[src/rtl/ahb5_sram_slave_if.sv]
// ahb5_sram_slave_if: AHB5 bus bundle between a master/decoder and the SRAM slave.
// Exclusive-access signals exist only when AHB5_SRAM_EXCL_EN is defined.
interface ahb5_sram_slave_if #(
    parameter int DATA_W = 32
);
    logic              hsel;
    logic [31:0]       haddr;
    logic [1:0]        htrans;
    logic              hwrite;
    logic [2:0]        hsize;
    logic [2:0]        hburst;
    logic              hready_in;
    logic              hnonsec;
    logic [DATA_W-1:0] hwdata;
    logic [DATA_W-1:0] hrdata;
    logic              hreadyout;
    logic              hresp;
`ifdef AHB5_SRAM_EXCL_EN
    logic              hexcl;
    logic [3:0]        hmaster;
    logic              hexokay;

    modport master (
        output hsel, haddr, htrans, hwrite, hsize, hburst, hready_in, hnonsec, hwdata, hexcl, hmaster,
        input  hrdata, hreadyout, hresp, hexokay
    );
    modport slave (
        input  hsel, haddr, htrans, hwrite, hsize, hburst, hready_in, hnonsec, hwdata, hexcl, hmaster,
        output hrdata, hreadyout, hresp, hexokay
    );
`else
    modport master (
        output hsel, haddr, htrans, hwrite, hsize, hburst, hready_in, hnonsec, hwdata,
        input  hrdata, hreadyout, hresp
    );
    modport slave (
        input  hsel, haddr, htrans, hwrite, hsize, hburst, hready_in, hnonsec, hwdata,
        output hrdata, hreadyout, hresp
    );
`endif
endinterface

[src/rtl/ahb5_sram_slave.sv]
// ahb5_sram_slave: AHB5 register-file RAM with byte lanes, wait states and two-cycle ERROR.
// Define AHB5_SRAM_EXCL_EN to add the one-entry exclusive-access monitor.
module ahb5_sram_slave #(
    parameter int DATA_W      = 32,
    parameter int DEPTH       = 16,
    parameter int WAIT_STATES = 0,
    parameter int SECURE_ONLY = 1
) (
    input logic              hclk,
    input logic              hresetn,
    ahb5_sram_slave_if.slave bus
);
    localparam int NB  = DATA_W / 8;
    localparam int OFF = $clog2(NB);
    localparam int AW  = $clog2(DEPTH);

    typedef enum logic [1:0] {IDLE, WAIT, ERR1, ERR2} state_t;

    state_t            state, state_n;
    logic              ok, ok_n;
    logic [2:0]        cnt, cnt_n;
    logic [AW-1:0]     a_word;
    logic [OFF-1:0]    a_off;
    logic [2:0]        a_size;
    logic              a_write;
    logic [DATA_W-1:0] mem [DEPTH];
    logic              accept, err, fin, do_write;
    logic [3:0]        mask;
    logic [NB-1:0]     strb;
    logic              unused_bits;

    assign unused_bits = ^{bus.hburst, bus.htrans[0]};

    always_comb begin
        mask = (4'd1 << bus.hsize[1:0]) - 4'd1;
        err  = (SECURE_ONLY != 0 && bus.hnonsec)
            || ({1'b0, bus.haddr} >= 33'(DEPTH * NB))
            || ((32'd8 << bus.hsize) > 32'(DATA_W))
            || ((bus.haddr[2:0] & mask[2:0]) != 3'd0);
    end

    // New address phases are only taken in a cycle that completes the previous transfer
    assign accept = bus.hsel && bus.hready_in && bus.htrans[1] && (state == IDLE || state == ERR2);
    assign fin    = (state == IDLE) && ok;

    always_comb begin
        state_n = state;
        ok_n    = ok;
        cnt_n   = cnt;
        if (state == WAIT) begin
            cnt_n = cnt + 3'd1;
            if (cnt == 3'(WAIT_STATES - 1))
                state_n = IDLE;
        end else if (state == ERR1) begin
            state_n = ERR2;
        end else if (accept) begin
            state_n = err ? ERR1 : (WAIT_STATES > 0 ? WAIT : IDLE);
            ok_n    = !err;
            cnt_n   = '0;
        end else begin
            state_n = IDLE;
            ok_n    = 1'b0;
        end
    end

    always_ff @(posedge hclk or negedge hresetn) begin
        if (!hresetn) begin
            state   <= IDLE;
            ok      <= 1'b0;
            cnt     <= '0;
            a_word  <= '0;
            a_off   <= '0;
            a_size  <= '0;
            a_write <= 1'b0;
        end else begin
            state <= state_n;
            ok    <= ok_n;
            cnt   <= cnt_n;
            if (accept) begin
                a_word  <= bus.haddr[OFF +: AW];
                a_off   <= bus.haddr[OFF-1:0];
                a_size  <= bus.hsize;
                a_write <= bus.hwrite;
            end
        end
    end

    assign bus.hreadyout = !(state == WAIT || state == ERR1);
    assign bus.hresp     = (state == ERR1 || state == ERR2);
    assign bus.hrdata    = (fin && !a_write) ? mem[a_word] : '0;

    always_comb begin
        strb = '0;
        for (int i = 0; i < NB; i++)
            strb[i] = (i >= int'(a_off)) && (i < int'(a_off) + (1 << a_size));
    end

`ifdef AHB5_SRAM_EXCL_EN
    logic          a_excl, mon_v, hit;
    logic [3:0]    a_master, mon_m;
    logic [AW-1:0] mon_w;

    assign hit         = mon_v && (mon_m == a_master) && (mon_w == a_word);
    assign do_write    = fin && a_write && (!a_excl || hit);
    assign bus.hexokay = fin && a_excl && (!a_write || hit);

    always_ff @(posedge hclk or negedge hresetn) begin
        if (!hresetn) begin
            a_excl   <= 1'b0;
            a_master <= '0;
            mon_v    <= 1'b0;
            mon_m    <= '0;
            mon_w    <= '0;
        end else begin
            if (accept) begin
                a_excl   <= bus.hexcl;
                a_master <= bus.hmaster;
            end
            // Any committed write to the tracked word, exclusive hit included, drops the reservation
            if (fin && a_excl && !a_write) begin
                mon_v <= 1'b1;
                mon_m <= a_master;
                mon_w <= a_word;
            end else if (do_write && mon_w == a_word) begin
                mon_v <= 1'b0;
            end
        end
    end
`else
    assign do_write = fin && a_write;
`endif

    always_ff @(posedge hclk) begin
        if (do_write)
            for (int i = 0; i < NB; i++)
                if (strb[i])
                    mem[a_word][8*i +: 8] <= bus.hwdata[8*i +: 8];
    end
endmodule
[src/flat_wrapper.sv]
// flat-port wrapper written by rule: the top's interface ports become plain ports
module ahb5_sram_slave_flat 
#(
    parameter int DATA_W      = 32,
    parameter int DEPTH       = 16,
    parameter int WAIT_STATES = 0,
    parameter int SECURE_ONLY = 1
)
  (hclk, hresetn, bus_hsel, bus_haddr, bus_htrans, bus_hwrite, bus_hsize, bus_hburst, bus_hready_in, bus_hnonsec, bus_hwdata, bus_hrdata, bus_hreadyout, bus_hresp);
  ahb5_sram_slave_if #(.DATA_W(DATA_W)) bus_i ();
  input logic hclk;
  input logic hresetn;
  input wire logic [$bits(bus_i.hsel)-1:0] bus_hsel;
  input wire logic [$bits(bus_i.haddr)-1:0] bus_haddr;
  input wire logic [$bits(bus_i.htrans)-1:0] bus_htrans;
  input wire logic [$bits(bus_i.hwrite)-1:0] bus_hwrite;
  input wire logic [$bits(bus_i.hsize)-1:0] bus_hsize;
  input wire logic [$bits(bus_i.hburst)-1:0] bus_hburst;
  input wire logic [$bits(bus_i.hready_in)-1:0] bus_hready_in;
  input wire logic [$bits(bus_i.hnonsec)-1:0] bus_hnonsec;
  input wire logic [$bits(bus_i.hwdata)-1:0] bus_hwdata;
  output wire logic [$bits(bus_i.hrdata)-1:0] bus_hrdata;
  output wire logic [$bits(bus_i.hreadyout)-1:0] bus_hreadyout;
  output wire logic [$bits(bus_i.hresp)-1:0] bus_hresp;
  assign bus_i.hsel = bus_hsel;
  assign bus_i.haddr = bus_haddr;
  assign bus_i.htrans = bus_htrans;
  assign bus_i.hwrite = bus_hwrite;
  assign bus_i.hsize = bus_hsize;
  assign bus_i.hburst = bus_hburst;
  assign bus_i.hready_in = bus_hready_in;
  assign bus_i.hnonsec = bus_hnonsec;
  assign bus_i.hwdata = bus_hwdata;
  assign bus_hrdata = bus_i.hrdata;
  assign bus_hreadyout = bus_i.hreadyout;
  assign bus_hresp = bus_i.hresp;
  ahb5_sram_slave #(.DATA_W(DATA_W), .DEPTH(DEPTH), .WAIT_STATES(WAIT_STATES), .SECURE_ONLY(SECURE_ONLY)) u_core (.hclk(hclk), .hresetn(hresetn), .bus(bus_i));
endmodule
[config.mk]
export PLATFORM = sky130hd
export DESIGN_NAME = ahb5_sram_slave_flat
export DESIGN_NICKNAME = d
export VERILOG_FILES = /design/src/rtl/ahb5_sram_slave_if.sv /design/src/rtl/ahb5_sram_slave.sv /design/src/flat_wrapper.sv
export SDC_FILE = /design/constraint.sdc
export NUM_CORES = 1
export LEC_CHECK = 0
export CORE_MARGIN = 2
export CORE_UTILIZATION = 35
export CTS_CLUSTER_SIZE = 24
export DETAILED_ROUTE_END_ITERATION = 16
export GPL_ROUTABILITY_DRIVEN = 0
export SLEW_MARGIN = 30
export SYNTH_ARGS = -nofsm -noshare
export SYNTH_HDL_FRONTEND = slang
export SYNTH_SLANG_ARGS = --single-unit
[constraint.sdc]
create_clock -name hclk -period 3.5 [get_ports hclk]
set_input_delay 0.7 -clock hclk [delete_from_list [all_inputs] [get_ports hclk]]
set_output_delay 0.7 -clock hclk [all_outputs]
set_load 0.005 [all_outputs]
After elaboration in Yosys (flattened, before gate mapping). Memory sizes are Yosys's and may differ from the RTL's. Index checks and enable logic that the tools add are counted.

Bits in latches: 0. Output and inout bits: 34. Bits in writable memories: 512. Bits in read-only memories: 0. Input bits: 78. Memories kept: 1. Register bits after elaboration: 16.

Multipliers: 0. Order comparisons: 9. Shift-type cells: 3. Bitwise logic cells: 3. Muxes and demuxes: 22. Equality and inequality tests: 6. Reductions and logical operators: 23. Divide/modulo/power cells: 0. Add/sub/neg operators: 3.

Memories: u_core.mem (words 16, bits a word 32, read ports 1, clocked after Yosys merged registers in 0, wr ports 1, line ahb5_sram_slave.sv:26) `logic [DATA_W-1:0] mem [DEPTH];`.

Operator list (count): $lt 3x32->1 const A (2); $add 3x32->32 (1); $ge 32x7->1 const B (1); $gt 32x6->1 const B (1); $lt 1x32->1 const A (1); $lt 2x32->1 const A (1); $mux 32 (1); $shl 1x3->32 const A (1); $shl 4x3->32 const A (1); $mux 1 (13); $mux 2 (5); $logic_and 1x1->1 (9); $mux 3 (3); $logic_or 1x1->1 (6); $eq 2x2->1 const B (2); $ge 1x2->1 const A (2); $reduce_and 2->1 (2); $add 3x1->3 const B (1); $and 3x3->3 (1); $eq 3x3->1 const B (1); $logic_not 1->1 (3); $reduce_bool 3->1 (1); $shl 1x2->3 const A (1); $sub 3x1->3 const B (1); other kinds (7) (8).

Logic depth before layout (Yosys ltp). Gate-level depths: netlist of the first run.

Word-level depth: 9. Depth in mapped cells: 9. Depth with buffers taken out: 8.

Worst setup path before layout of the first run. Ideal clock, no wire load.

Path type: register -> register. From: register u_core.a_size[1]. To: memory u_core.mem[10][16], enable pin. Slack: 0.870 ns. Cell stages (with the launch flop): 9. Arrival time: 2.260 ns. Required time: 3.130 ns. Buffers on the path: 1. Clock period less this slack: 2.630 ns. Setup time: 0.370 ns. Cell sequence: dfrtp_1 -> nor3_1 -> ha_1 -> inv_1 -> fa_1 -> mux2i_2 -> o21ai_2 -> buf_4 -> nor2_1.

Word-level cells in the longest chain between the ends: 7.

RTL lines: start: declaration (line ahb5_sram_slave.sv:24) `logic [2:0] a_size;`; start signal: assignment (line ahb5_sram_slave.sv:82) `a_size <= bus.hsize;`; $shl 1x3->32 (line ahb5_sram_slave.sv:95) `strb[i] = (i >= int'(a_off)) && (i < int'(a_off) + (1 << a_size));`; $add 3x32->32 (line ahb5_sram_slave.sv:95); $lt 3x32->1 (line ahb5_sram_slave.sv:95); $logic_and 1x1->1 (line ahb5_sram_slave.sv:95); $mux 1 (line ahb5_sram_slave.sv:136) `if (strb[i])`; $mux 1 (line ahb5_sram_slave.sv:134) `if (do_write)`; $mux 1 (not written as such) (line ahb5_sram_slave.sv:137) `mem[a_word][8*i +: 8] <= bus.hwdata[8*i +: 8];`; end: declaration (line ahb5_sram_slave.sv:26).

Every way passes these cells.

Final worst setup path of the first run.
From: register u_core.state[1]. To: output bus_hrdata[2].

Word-level cells in the longest chain between the ends: 4.

RTL lines: start: declaration (line ahb5_sram_slave.sv:19) `state_t state, state_n;`; start signal: assignment (line ahb5_sram_slave.sv:76) `state <= state_n;`; $logic_not 2->1 (line ahb5_sram_slave.sv:44) `assign fin = (state == IDLE) && ok;`; $logic_and 1x1->1 (line ahb5_sram_slave.sv:44); $logic_and 1x1->1 (line ahb5_sram_slave.sv:90) `assign bus.hrdata = (fin && !a_write) ? mem[a_word] : '0;`; $mux 32 (line ahb5_sram_slave.sv:90); end: declaration (line flat_wrapper.sv:22) `output wire logic [$bits(bus_i.hrdata)-1:0] bus_hrdata;`.

Every way passes these cells.

==> results.ini, run 1 <==
[run_status]
status = complete, no violations

[sta]
slew_violations = 0
post-route-period-util_pct = 98.2
fin_crit_ps = 3440
skew_ps = 11.5
post-route-worst-setup-slack_ps = 62.8
hold_violations = 0
setup-violations-final = 0
setup_tns_ps = 0
whs_ps = 504
tightest_slew_ps = 1010
grt_setup_unrepaired = true
relSlewSlack_pct = 32.4
max_freq_mhz = 291

[pwr]
combPwrFrac_pct = 24.3
p_int_mw = 12.4
swShare_pct = 25.3
p_leak_nw = 8.23
peakVddDrop_v = 0.000345
p_clk_share_pct = 32.8
p_switching_mw = 4.21
p_per_area_nw_per_um2 = 656
seq_power_share_pct = 43.0

[die]
num_rows = 88
die_w_um = 247
die_y_um = 247
dieArea_um2 = 60800
start_util_pct = 35.6
io_pins = 112
core_area_um2 = 57900

[detailed_routing]
top_layer_used = met5
wl_met1_mm = 19.8
route.met3.wl_mm = 2.38
drt_first_iter_violations = 841
final_antenna_net_count = 0
wl_per_cell_um = 23.3
routed_wl_mm = 45.9
via_per_inst = 5.16
wl_met2_mm = 22.4
first_pass_iters = 5
vias = 10200
drc = 0

[global_routing]
antenna_found_initial = 1
grt-ovfl-total = 0
grt_pass1_vias = 10700
grt_max_degree = 41
grt_pass1_wl_mm = 68.4
grt_usage_pct = 15.3

[setup_path]
cp-end-kind = output pin
crit_path_top_delay_cell = clkdlybuf4s50_1
timing.rr.end = u_core.mem[4][28]
rr_startpoint = u_core.a_size[1]
path_delay_family = buffers and inverters
cpPeakStageDelay_ps = 520
rr_worst_depth = 7
crit_required_ps = 2800
r2r_setup_slack_ps = 360
worstSetupStartpointType = register
cp_num_cells = 9
path_class = register to output pin
crit_buf_inv = 4
crit_chain = inv_2 > ha_4 > nand4b_1 > buf_4 > nor2_4 > bufbuf_16 > a22oi_2 > nand2_1 > clkdlybuf4s50_1
arrival_ps = 2740
critical_path_peak_fanout = 8

[finish]
fin_area_um2 = 25300
finish.net_count = 1253
antennaDiodeCount = 0
syn_to_final_growth_pct = 22.9
drive_gt1_share_pct = 30.3
fill_cells = 5003
instances_no_fill = 1973

[synth]
yosysSeqAreaShare_pct = 76.5
mappedNetlistNets = 1053
synth_area_um2 = 20600
synth_common_cells = 512 x edfxtp_1, 128 x mux4_2, 77 x nor2_1
synthCells = 966
ys_ff_latch = 528
synth_top_flop_cell = edfxtp_1
synth_area_leader_cell = edfxtp_1
async_flop_share_pct = 3.03
synth.area.top_cells = edfxtp_1 75%, mux4_2 14%, dfrtp_1 1.9%, a22oi_1 1.6%, nor2_1 1.4%
synth_edf_count = 512
synth_top_area_share_pct = 74.6
yosysMostFrequentCell = edfxtp_1
avgSynthCellArea_um2 = 21.3
synthDistinctLibCells = 44
yosys_warnings = 0

[clock_tree]
tritoncts = built
cts_buffers = 52
clk_path_buf_depth = 3
clk-insertion-delay-late_ps = 580
htree_num_levels = 2
cts_root_buffer = clkbuf_16
path_clk_slew_ps = 60
clock-sinks = 528

[min_path]
hold_end = u_core.cnt[1]
whs_path_depth = 1
worstHoldPathType = register to register
min_from = u_core.cnt[1]

[placement]
place_inst = 1844
hpwl_mm = 27.3
post_dp_cell_area_um2 = 23000
pre_cts_ws_ps = 222
port_buffers = 107

[run]
drv_cap = 0

[registers in the layout (all words and copies together) (netlist names)]
| name | cells |
|---|---|
| u_core.cnt | 3 |
| u_core.a_size | 3 |
| u_core.mem | 512 |
| u_core.a_off | 2 |
| u_core.a_write | 1 |
| u_core.state | 2 |
| u_core.ok | 1 |
| u_core.a_word | 4 |
[layout make-up]
type / instances / area, µm² / area share, %
Tap cell: 765 / 957 / 3.78
Timing Repair Buffer: 196 / 2210 / 8.70
Clock buffer: 63 / 1360 / 5.38
Clock inverter: 33 / 294 / 1.16
Multi-Input combinational cell: 378 / 4700 / 18.5
Sequential cell: 528 / 15800 / 62.3
Inverter: 10 / 37.5 / 0.148
[how the worst max path moves through the flow]
stage	start	to	slack, ps
final	u_core.state[1]	bus_hrdata[2]	60
after global routing	u_core.a_word[0]	bus_hrdata[2]	-20
after CTS	u_core.a_word[0]	bus_hrdata[10]	-8
after detailed placement	u_core.a_size[1]	u_core.mem[0][12]	220
after global placement	u_core.a_size[1]	u_core.mem[4][13]	270
after floorplan	u_core.a_size[1]	u_core.mem[10][16]	870
[power groups by stage]
stage	clock [mW]	sequential [mW]	combinational [mW]
finish	5.45	7.14	4.04
global route	5.80	7.16	4.30
CTS	5.55	7.14	4.06
detailed placement	0	7.27	3.40
global placement	0	7.26	3.35
floorplan	0	7.20	2.56
[per-layer routing]
layer	GRT usage, %	vias to the layer above
met4	5.09	2
met1	20.8	5375
li1	-	4431
met5	0	-
met3	2.68	74
met2	25.1	305
[cells by family after synthesis]
family          Yosys count  share of synthesized area (%)
simple gates            149                           3.05
compound gates           79                           3.47
mux                     141                           14.7
flops                   528                           76.5
buf+inv                  60                           1.67
fa+ha+maj                 9                          0.583
[what timing repair did]
action,4_1_cts,5_1_grt
setup buffers,22,3
cloned,9,0
gates resized for setup,61,16
hold buffers,0,0
endpoints found under the setup margin,32,18
pin swaps,10,4
[placed cells by master, fill, tap and decap left out, types with 11 or more instances in the layout]
cell type / n
mux4_2: 128
dfrtp_1: 14
buf_4: 58
dlygate4sd2_1: 15
a22oi_2: 45
buf_12: 12
nand2_1: 41
nor2_2: 11
nor2_1: 62
a22oi_1: 18
edfxtp_1: 512
buf_16: 11
clkbuf_16: 53
clkdlybuf4s50_1: 83
clkinv_1: 15
[stage by stage]
| stage | total power, mW | util (%) |
|---|---|---|
| final | 16.6 | 43.8 |
| after global routing | 17.3 | 43.8 |
| after CTS | 16.8 | 43.6 |
| after detailed placement | 10.7 | 39.7 |
| after global placement | 10.6 | 39.7 |
| after floorplan | 9.76 | - |
Power figures use the tool's default switching activity.
==> run 2, diff against run 1 <==
DONT_BUFFER_PORTS = 1   (was not set)
SETUP_SLACK_MARGIN = 0.2   (was not set)
==> results.ini, run 2 (synthesis gave the netlist of run 1 again) <==
[run_status]
status = complete, no violations

[sta]
setup-violations-final = 0  ; unchanged
slew_violations = 0  ; unchanged
skew_ps = 21.6  ; +10.1 ps
grt_setup_unrepaired = true
post-route-worst-setup-slack_ps = 330  ; +267 ps
fin_crit_ps = 3170  ; -267 ps
hold_violations = 0  ; unchanged
whs_ps = 179  ; -325 ps
max_freq_mhz = 315  ; +8.4%
relSlewSlack_pct = 36.2  ; +3.8 points
setup_tns_ps = 0  ; unchanged
post-route-period-util_pct = 90.6  ; -7.6 points
tightest_slew_ps = 954  ; -56.6 ps

[placement]
port_buffers = 0  ; -100%
post_dp_cell_area_um2 = 22000  ; -4.4%
place_inst = 1755  ; -4.8%
pre_cts_ws_ps = 287  ; +64.8 ps
hpwl_mm = 27.7  ; +1.4%

[detailed_routing]
final_antenna_net_count = 0  ; unchanged
routed_wl_mm = 45.7  ; -0.41%
via_per_inst = 5.23  ; +1.3%
route.met3.wl_mm = 3.32  ; +40%
wl_met1_mm = 19.2  ; -3.1%
wl_met2_mm = 22.2  ; -0.92%
first_pass_iters = 6  ; +1
wl_per_cell_um = 24.5  ; +5.3%
drc = 0  ; unchanged
top_layer_used = met4
drt_first_iter_violations = 940  ; +12%
vias = 9763  ; -4.2%

[finish]
syn_to_final_growth_pct = 15.9
fin_area_um2 = 23900  ; -5.7%
final_cell_mix = 512 x edfxtp_1, 128 x mux4_2, 67 x buf_4, 59 x nor2_1, 53 x clkbuf_16
largest-register = u_core.mem
finish.net_count = 1143  ; -8.8%
layout_commonest_cell = edfxtp_1
top_regs = u_core.mem x512, u_core.a_word x4
final_core_util_pct = 41.2  ; -2.5 points
largest_reg_flops = 512  ; unchanged
instances_no_fill = 1866  ; -5.4%
drive_gt1_share_pct = 31.0  ; +0.67 points
antennaDiodeCount = 0  ; unchanged
fill_cells = 5104  ; +2.0%

[min_path]
min_from = bus_hwdata[31]
worstHoldPathType = input port to register
hold_end = u_core.mem[1][31]
whs_path_depth = 0  ; -1

[setup_path]
timing.rr.end = u_core.mem[3][19]
rr_startpoint = u_core.a_size[2]
path_class = register to output pin
crit_required_ps = 2800  ; about the same
critical_path_peak_fanout = 11  ; +3
worstSetupStartpointType = register
r2r_setup_slack_ps = 340  ; -20 ps
arrival_ps = 2470  ; -270 ps
cp-end-kind = output pin
rr_worst_depth = 9  ; +2

[global_routing]
grt_pass1_wl_mm = 66.7  ; -2.4%
grt_max_degree = 31  ; -24%
antenna_found_initial = 0  ; -1
grt_usage_pct = 15.2  ; -0.16 points
grt-ovfl-total = 0  ; unchanged
grt_pass1_vias = 10200  ; -4.8%

[die]
core_area_um2 = 57900  ; unchanged
die_y_um = 247  ; unchanged
io_pins = 112  ; unchanged
die_w_um = 247  ; unchanged
start_util_pct = 35.6  ; unchanged
dieArea_um2 = 60800  ; unchanged
num_rows = 88  ; unchanged

[pwr]
finalPower_mw = 16.2  ; -2.7%
p_clk_share_pct = 34.9  ; +2.1 points
p_per_area_nw_per_um2 = 677  ; +3.3%
p_leak_nw = 7.50  ; -8.8%
p_int_mw = 12.0  ; -3.0%
peakVddDrop_v = 0.000441  ; +28%
p_switching_mw = 4.13  ; -1.8%
combPwrFrac_pct = 20.5  ; -3.8 points
seq_power_share_pct = 44.5  ; +1.5 points
swShare_pct = 25.6  ; +0.22 points

[clock_tree]
cts_buffers = 53  ; +1.9%
clock-sinks = 528  ; unchanged
clk_path_buf_depth = 3  ; unchanged
cts_root_buffer = clkbuf_16
htree_num_levels = 2  ; unchanged
clk-insertion-delay-late_ps = 600  ; +20 ps
tritoncts = built
path_clk_slew_ps = 70  ; about the same

[run]
drv_cap = 0  ; unchanged

[run 2: cell types whose count changed in the layout (fill, tap and decap cells not counted), moves of 4 or more]
| cell | change |
|---|---|
| dlygate4sd2_1 | -15 |
| clkdlybuf4s50_1 | -83 |
| a22oi_1 | +25 |
| buf_4 | +9 |
| clkinvlp_4 | +4 |
| dlymetal6s2s_1 | -7 |
| buf_16 | -9 |
| buf_12 | -4 |
| a22oi_2 | -25 |
[run 2: critical path, cell delays in order (launching register included)]
cell and delay, ps:
dfrtp_4 530, buf_4 190, buf_16 170, mux4_2 510, a22oi_1 270, nand2_1 190
[run 2: how the worst max path moves through the flow]
stage	start	to	slack, ps
floorplan	u_core.a_size[1]	u_core.mem[10][16]	870
global placement	u_core.a_size[2]	u_core.mem[5][20]	380
detailed placement	u_core.a_size[2]	u_core.mem[4][24]	290
CTS	u_core.state[1]	bus_hrdata[8]	190
global route	u_core.a_size[2]	u_core.mem[0][17]	150
finish	u_core.a_word[0]	bus_hrdata[15]	330
[run 2: final cells by class]
type / count / area (µm²) / area share, %
Sequential cell: 528 / 15800 / 66.1
Multi-Input combinational cell: 378 / 4570 / 19.1
Clock buffer: 62 / 1360 / 5.69
Tap cell: 765 / 957 / 4.01
Timing Repair Buffer: 85 / 811 / 3.39
Clock inverter: 38 / 368 / 1.54
Inverter: 10 / 37.5 / 0.157
[run 2: power groups by stage]
stage	clock network, mW	registers (mW)	logic, mW
3_5_place_dp	0	7.46	3.04
4_1_cts	5.76	7.22	3.31
5_1_grt	6.00	7.22	3.57
6_report	5.65	7.21	3.32
3_3_place_gp	0	7.45	3.02
2_1_floorplan	0	7.20	2.56
[run 2: repair_timing]
| item | 4_1_cts | 5_1_grt |
|---|---|---|
| gates resized for setup | 2 | 7 |
| setup buffers | 8 | 2 |
| hold buffers | 1 | 0 |
| endpoints found under the hold margin | 16 | 0 |
| endpoints found under the setup margin | 32 | 152 |
[run 2: metal layers]
metal	GRT usage, %	up-vias
met1	20.1	5181
met4	4.48	0
li1	-	4192
met5	0	-
met3	3.85	58
met2	24.8	332
==> run 3, diff against run 2 <==
SLEW_MARGIN = 20   (was 30)
==> results.ini, run 3 (synthesis gave the netlist of run 1 again) <==
[run_status]
status = complete, no violations

[detailed_routing]
via_per_inst = 5.20  ; -0.60%
first_pass_iters = 5  ; -1
wl_per_cell_um = 24.3  ; -0.88%
final_antenna_net_count = 0  ; unchanged
routed_wl_mm = 45.2  ; -1.2%
vias = 9673  ; -0.92%
drc = 0  ; unchanged
drt_first_iter_violations = 916  ; -2.6%

[sta]
skew_ps = 11.7  ; -9.85 ps
post-route-worst-setup-slack_ps = 320  ; -9.87 ps
tightest_slew_ps = 1090  ; +141 ps
fin_crit_ps = 3180  ; +9.87 ps
post-route-period-util_pct = 90.9  ; +0.28 points
setup-violations-final = 0  ; unchanged
relSlewSlack_pct = 26.7  ; -9.4 points
max_freq_mhz = 314  ; -0.31%
slew_violations = 0  ; unchanged
hold_violations = 0  ; unchanged
grt_setup_unrepaired = true
setup_tns_ps = 0  ; unchanged

[clock_tree]
tritoncts = built
clk-insertion-delay-late_ps = 580  ; -20 ps
clock-sinks = 528  ; unchanged
clk_path_buf_depth = 3  ; unchanged
cts_root_buffer = clkbuf_16
cts_buffers = 52  ; -1.9%
path_clk_slew_ps = 70  ; about the same
htree_num_levels = 2  ; unchanged

[die]
num_rows = 88  ; unchanged
dieArea_um2 = 60800  ; unchanged
die_y_um = 247  ; unchanged
core_area_um2 = 57900  ; unchanged
die_w_um = 247  ; unchanged
io_pins = 112  ; unchanged
start_util_pct = 35.6  ; unchanged

[setup_path]
critical_path_peak_fanout = 11  ; unchanged
rr_worst_depth = 7  ; -2
rr_startpoint = u_core.a_size[2]
crit_buf_inv = 2  ; unchanged
timing.rr.end = u_core.mem[13][24]
crit_required_ps = 2800  ; about the same
path_class = register to output pin
crit_chain = buf_4 > buf_16 > mux4_2 > a22oi_1 > nand2_1
arrival_ps = 2480  ; about the same
path_delay_family = flip-flops
cp-end-kind = output pin
crit_path_top_delay_cell = dfrtp_4
cpPeakStageDelay_ps = 530  ; about the same
r2r_setup_slack_ps = 420  ; +80 ps
worstSetupStartpointType = register

[finish]
instances_no_fill = 1860  ; -0.32%
finish.net_count = 1140  ; -0.26%
largest_reg_flops = 512  ; unchanged
layout_commonest_cell = edfxtp_1
largest-register = u_core.mem
final_cell_mix = 512 x edfxtp_1, 128 x mux4_2, 69 x nor2_1, 66 x buf_4, 53 x clkbuf_16
drive_gt1_share_pct = 29.7  ; -1.3 points
fill_cells = 5103  ; -0.020%
antennaDiodeCount = 0  ; unchanged
top_regs = u_core.mem x512, u_core.a_word x4
fin_area_um2 = 23700  ; -0.59%
syn_to_final_growth_pct = 15.2

[pwr]
p_leak_nw = 7.45  ; -0.63%
p_per_area_nw_per_um2 = 669  ; -1.2%
peakVddDrop_v = 0.000419  ; -5.1%

[placement]
port_buffers = 0  ; unchanged
hpwl_mm = 27.7  ; about the same
pre_cts_ws_ps = 346  ; +59.1 ps
post_dp_cell_area_um2 = 22000  ; about the same
place_inst = 1755  ; unchanged

[global_routing]
antenna_found_initial = 0  ; unchanged
grt_usage_pct = 15.1  ; -0.051 points
grt_pass1_vias = 10200  ; +0.13%
grt_pass1_wl_mm = 66.7  ; about the same
grt-ovfl-total = 0  ; unchanged
grt_max_degree = 31  ; unchanged

[min_path]
whs_path_depth = 0  ; unchanged
worstHoldPathType = input port to register
hold_end = u_core.mem[12][30]
min_from = bus_hwdata[30]

[run]
drv_cap = 0  ; unchanged

[run 3: area by class of cell]
class                      instances  area (µm²)  share of cell area, %
inverter                          10        37.5                  0.158
clock inverter                    30         248                   1.04
clock buffer                      66        1400                   5.87
sequential                       528       15800                   66.5
timing repair buffer              83         788                   3.32
multi-input combinational        378        4540                   19.1
tap                              765         957                   4.03
[run 3: where the power goes]
part           internal [mW]  switching (mW)  total (mW)
clock                   3.11            2.30        5.41
combinational           1.77            1.48        3.25
sequential              7.02           0.205        7.22
[run 3: stage by stage]
| step | power [mW] | utilization [%] | hold slack (ps) |
|---|---|---|---|
| 2_1_floorplan | 9.76 | - | 404 |
| 3_3_place_gp | 10.5 | 37.9 | 405 |
| 3_5_place_dp | 10.5 | 37.9 | 405 |
| 4_1_cts | 16.1 | 40.9 | 170 |
| 5_1_grt | 16.5 | 41.0 | 175 |
| 6_report | 15.9 | 41.0 | 207 |
[run 3: worst max path at each step]
stage / from / to / slack [ps] / depth (start not counted)
after global placement: u_core.a_size[2] / u_core.mem[5][20] / 380 / 9
after CTS: u_core.state[1] / bus_hrdata[8] / 190 / 7
after global routing: u_core.a_size[2] / u_core.mem[14][27] / 140 / 8
final: u_core.a_word[0] / bus_hrdata[15] / 320 / 5
after floorplan: u_core.a_size[1] / u_core.mem[10][16] / 870 / 8
after detailed placement: u_core.a_size[2] / u_core.mem[12][26] / 350 / 7
[run 3: layer usage]
metal	wire [µm]	share of wire, %	track usage (%)
met5	0	0	0
met4	817	1.8	3.54
met2	22100	49	24.9
met1	18700	42	19.7
met3	3540	7.8	4.66
[run 3: repair_timing]
item	in CTS	in global routing
pin swaps	0	0
buffers inserted	7	1
endpoints found under the setup margin	31	162
gates resized for setup	2	9
hold endpoints to repair	16	0
hold buffers	1	0
